<file path="config.mk">
export PLATFORM = sky130hd
export DESIGN_NAME = bcd_digit_encoder
export DESIGN_NICKNAME = d
export VERILOG_FILES = /design/src/rtl/bcd_digit_encoder.sv
export SDC_FILE = /design/constraint.sdc
export NUM_CORES = 1
export LEC_CHECK = 0
export BUFFER_PORTS_ARGS = -buffer_cell sky130_fd_sc_hd__clkbuf_2
export CAP_MARGIN = 20
export CORE_UTILIZATION = 55
export DETAILED_ROUTE_END_ITERATION = 8
export MAX_ROUTING_LAYER = met4
export PLACE_DENSITY = 0.8
export SYNTH_ARGS = -nofsm -noshare
export SYNTH_HDL_FRONTEND = slang
export SYNTH_SLANG_ARGS = --single-unit
export TNS_END_PERCENT = 30
</file>
<file path="constraint.sdc">
create_clock -name clk -period 2.3 [get_ports clk]
set_input_delay 0.23 -clock clk [delete_from_list [all_inputs] [get_ports clk]]
set_output_delay 0.23 -clock clk [all_outputs]
set_load 0.005 [all_outputs]
</file>
<file path="src/rtl/bcd_digit_encoder.sv">
// bcd_digit_encoder
// Sequential binary-to-BCD converter (shift-and-add-3, one bit per clock).
// Produces four BCD digits (thousands..ones) for the seven-segment driver.
// The digit and ovf outputs only change on the cycle a conversion completes,
// so the display never shows a partially converted value.
module bcd_digit_encoder #(
  parameter int BIN_W   = 14,
  parameter int MAX_VAL = 9999,
  parameter bit AUTO    = 1'b0
) (
  input  logic             clk,
  input  logic             clr,
  input  logic             start,
  input  logic [BIN_W-1:0] bin_in,
  output logic             busy,
  output logic             done,
  output logic             ovf,
  output logic [3:0]       d_thou,
  output logic [3:0]       d_hund,
  output logic [3:0]       d_tens,
  output logic [3:0]       d_ones
);

  localparam int CNT_W = (BIN_W > 1) ? $clog2(BIN_W) : 1;
  localparam logic [CNT_W-1:0] LAST_BIT = CNT_W'(BIN_W - 1);

  typedef enum logic [1:0] {
    S_IDLE  = 2'd0,
    S_SHIFT = 2'd1,
    S_DONE  = 2'd2
  } state_t;

  // True when the raw input lies above the display limit.
  function automatic logic over_limit(input logic [BIN_W-1:0] v);
    return (32'(v) > 32'(MAX_VAL));
  endfunction

  // Saturate the raw input to the display limit. When BIN_W is small
  // enough that the input can never exceed MAX_VAL this is a pass-through.
  function automatic logic [BIN_W-1:0] clamp_val(input logic [BIN_W-1:0] v);
    if (over_limit(v)) begin
      return BIN_W'(MAX_VAL);
    end
    return v;
  endfunction

  // Add-3 correction: every nibble of 5 or more gets 3 added so that the
  // following left shift carries correctly into the next decimal digit.
  // Clamping keeps every nibble at or below 9, so no nibble overflows.
  function automatic logic [15:0] add3_all(input logic [15:0] s);
    logic [15:0] r;
    r = s;
    for (int n = 0; n < 4; n++) begin
      if (s[4*n +: 4] >= 4'd5) begin
        r[4*n +: 4] = s[4*n +: 4] + 4'd3;
      end
    end
    return r;
  endfunction

  state_t             r_state;
  logic [CNT_W-1:0]   r_cnt;
  logic [BIN_W-1:0]   r_last;
  logic               r_ovf_pend;
  logic [BIN_W-1:0]   r_shift;
  logic [15:0]        r_scratch;
  logic               w_trigger;
  logic [15:0]        w_adj;
  logic               w_load;

  // Conversion request: explicit start, or (in AUTO mode) a new input value.
  always_comb begin
    w_trigger = start | (AUTO & (bin_in != r_last));
    w_load    = (r_state == S_IDLE) & w_trigger;
    w_adj     = add3_all(r_scratch);
  end

  // Control FSM with registered busy/done/ovf/digit outputs.
  always_ff @(posedge clk or posedge clr) begin
    if (clr) begin
      r_state    <= S_IDLE;
      r_cnt      <= '0;
      r_last     <= '0;
      r_ovf_pend <= 1'b0;
      busy       <= 1'b0;
      done       <= 1'b0;
      ovf        <= 1'b0;
      d_thou     <= 4'd0;
      d_hund     <= 4'd0;
      d_tens     <= 4'd0;
      d_ones     <= 4'd0;
    end else begin
      done <= 1'b0;
      case (r_state)
        S_IDLE: begin
          if (w_trigger) begin
            r_last     <= bin_in;
            r_ovf_pend <= over_limit(bin_in);
            r_cnt      <= '0;
            busy       <= 1'b1;
            r_state    <= S_SHIFT;
          end
        end
        S_SHIFT: begin
          r_cnt <= r_cnt + 1'b1;
          if (r_cnt == LAST_BIT) begin
            r_state <= S_DONE;
          end
        end
        S_DONE: begin
          d_thou  <= r_scratch[15:12];
          d_hund  <= r_scratch[11:8];
          d_tens  <= r_scratch[7:4];
          d_ones  <= r_scratch[3:0];
          ovf     <= r_ovf_pend;
          done    <= 1'b1;
          busy    <= 1'b0;
          r_state <= S_IDLE;
        end
        default: begin
          busy    <= 1'b0;
          r_state <= S_IDLE;
        end
      endcase
    end
  end

  // Datapath: load the clamped value, then correct-and-shift one bit per cycle.
  always_ff @(posedge clk) begin
    if (w_load) begin
      r_shift   <= clamp_val(bin_in);
      r_scratch <= 16'd0;
    end else if (r_state == S_SHIFT) begin
      {r_scratch, r_shift} <= {w_adj, r_shift} << 1;
    end
  end

endmodule

</file>
==> impl_metrics.toml <==
[synthesis]
synth.area.top_cells = "dfrtp_1, edfxtp_1, dfxtp_1"
synth_largest_type_area_fraction_pct = 25.4
syn_area_per_cell_um2 = 11.7
ys_seq_area_share_pct = 54.4
synth_fp_nets = 246
syn_area_um2 = 2560
synth_cell_types = 36
synth_warnings = 0
synth-seq-cells = 56
synth_top_cell_by_area = "dfrtp_1"
syn_inst = 219

[cts]
clk_pin_slew_ns = 0.10
root_buffer = "clkbuf_8"
cts-resized-gates = 0
clock_sinks = 56
holdBufCountCts = 1
clockBufferDepth = 2
cts_tree = "built"
h-tree-depth = 2
postCtsSetupBuffers = 0
cts_buffers = 5
clk_latency_ns = 0.31

[power_and_ir_drop]
vdd_drop_max_uv = 567
cellPowerDensity_nw_per_um2 = 1330
power_mw = 3.78
p_leak_nw = 1.27

[grt]
grt_antenna_before_repair = 0
grt_overflow = 0
grt_max_degree = 32
grt_pass1_wl_um = 7660
track_usage_pct = 20.6
grt_pass1_vias = 1714

[final_layout]
ff_latch_area_um2 = 1390
multiInputGateArea_um2 = 1050
instances_no_fill = 309
diodes = 0
design_area_um2 = 2850
num-fill-cells = 366
fin_util_pct = 64.7
area_growth_pct = 11.6
fin_nets = 283
drive_gt1_share_pct = 28.8

[floorplan]
die_area_um2 = 4930
die_h_um = 70.2
core_um2 = 4410
die_width_um = 70.2
fp-row-count = 24
start_util_pct = 57.9
io_pins = 36

[detailed_routing]
dr.first_iter.drc_count = 80
drt-pass1-iter-count = 5
vias = 1735
wl_um = 4630
drc = 0
ant_nets = 0
wl_per_cell_um = 15.0
via_per_inst = 5.61

[worst_hold_path]
holdCritPathClass = "primary input to flop"

[timing]
max_freq_mhz = 612
post-route-period-util_pct = 71.0
drv_slew = 0
report.final.setup_viol = 0
holdWs_ns = 0.196
worstMarginPinSlew_ns = 0.600
grt_setup_unrepaired = "false"
fin_skew_ns = 0.00536
setup_tns_ns = 0
period_minus_slack_ns = 1.63
max-slew-margin-rel_pct = 59.9
setup_ws_ns = 0.667
finalHoldViolCount = 0

[critical_path]
critPathArrivalTime_ns = 1.89
required_ns = 2.55
worst-path-buf-inv = 1
slowest_stage = "dfxtp_1"
path_cells = "inv_1, ha_1, nand2b_1, a21oi_1, mux2_2, o21ai_1"
path_delay_family = "compound AO/OA/AOI/OAI gates"
setup.worst_path.end_class = "flop"
critPathKind = "flop to flop"
crit_fanout = 4
cpPeakStageDelay_ns = 0.39
critPathLaunchType = "flop"

[placement]
place_hpwl_um = 3170
post-place-ws_ns = 0.696
portBuffers = 35
gp_congestion = 0.757
placed_area_um2 = 2750
place_inst = 300

[flow_run]
maxCapViolations = 0

[outcome]
outcome = "completed"
-- kinds of logic (layout without fill, tap and decap cells) --
kind of cell / after synthesis / after routing / synth area share [%]
xor gates and xnor gates: 8 / 8 / 2.74
DFF: 56 / 56 / 54.4
and+or+nand+nor: 57 / 57 / 11.3
adders and majority gates: 10 / 10 / 4.89
muxes: 21 / 21 / 10.6
AOI/OAI and AO/OA: 46 / 46 / 11.4
buffers and inverters: 21 / 59 / 4.70
-- path summary, 6_finish.rpt --
| check | start | to | slack (ns) | cells past startpoint |
|---|---|---|---|---|
| max | r_scratch[1]$_SDFFE_PP0P_ | r_scratch[2]$_SDFFE_PP0P_ | 0.67 | 6 |
| min in group asynchronous | clr | d_ones[1]$_DFFE_PP0P_ | 0.39 | 3 |
| max reg2reg | r_scratch[1]$_SDFFE_PP0P_ | r_scratch[2]$_SDFFE_PP0P_ | 0.67 | 6 |
| max in group asynchronous | clr | d_tens[0]$_DFFE_PP0P_ | 1.35 | 4 |
| min | bin_in[2] | r_shift[2]$_DFFE_PP_ | 0.20 | 2 |
| min reg2reg | r_shift[13]$_DFFE_PP_ | r_scratch[0]$_SDFFE_PP0P_ | 0.46 | 2 |
-- where the power goes --
group | switching (mW) | leakage, nW | internal, mW | total (mW)
combinational | 0.757 | 0.618 | 0.686 | 1.44
sequential | 0.277 | 0.600 | 1.50 | 1.78
clock | 0.314 | 0.0488 | 0.246 | 0.560
-- synth_stat cells (all sizes together) --
library cell   n
mux2          21
and2           1
xor2           4
a21oi          9
nand3b         2
o31ai          1
ha            10
nand2b         5
buf            9
o211ai         1
dfrtp         26
nand2         17
nor2           9
and2b          1
clkbuf         1
nand3         17
o21ai         21
edfxtp        14
nor2b          1
inv           11
o21a           1
xnor2          4
dfxtp         16
o22a           6
and3           1
nand4          2
nor4           1
a22o           4
o32ai          3
-- layout make-up --
cell class	instances	area share, %
Inverter	11	1.45
Multi-Input combinational cell	142	36.7
Tap cell	52	2.28
Clock buffer	7	3.02
Sequential cell	56	48.8
Timing Repair Buffer	40	7.54
Clock inverter	1	0.219
-- sequential cells by signal, summed over array words and instances, names as in the netlist --
register,cells
d_thou,4
r_ovf_pend,1
r_shift,14
r_state,2
d_hund,4
d_ones,4
busy,1
ovf,1
r_scratch,16
r_cnt,4
done,1
d_tens,4
-- metal layers --
metal / vias up / GRT usage [%] / routed length [um]
met1: 836 / 24.6 / 2050
li1: 850 / - / -
met2: 39 / 34.2 / 2300
met3: 10 / 4.62 / 186
met4: 0 / 8.00 / 90
met5: - / - / 0
-- layout by cell type (no fill, tap or decap), drive strengths merged, types with 3 or more instances in the layout --
cell	count
clkbuf	42
edfxtp	14
nand3	17
nand2	17
a22o	4
mux2	21
nand2b	5
xor2	4
buf	4
o32ai	3
nor2	9
dfrtp	26
o22a	6
inv	12
dfxtp	16
o21ai	21
ha	10
a21oi	9
xnor2	4
Note: power is estimated with default switching activity, not from simulation.
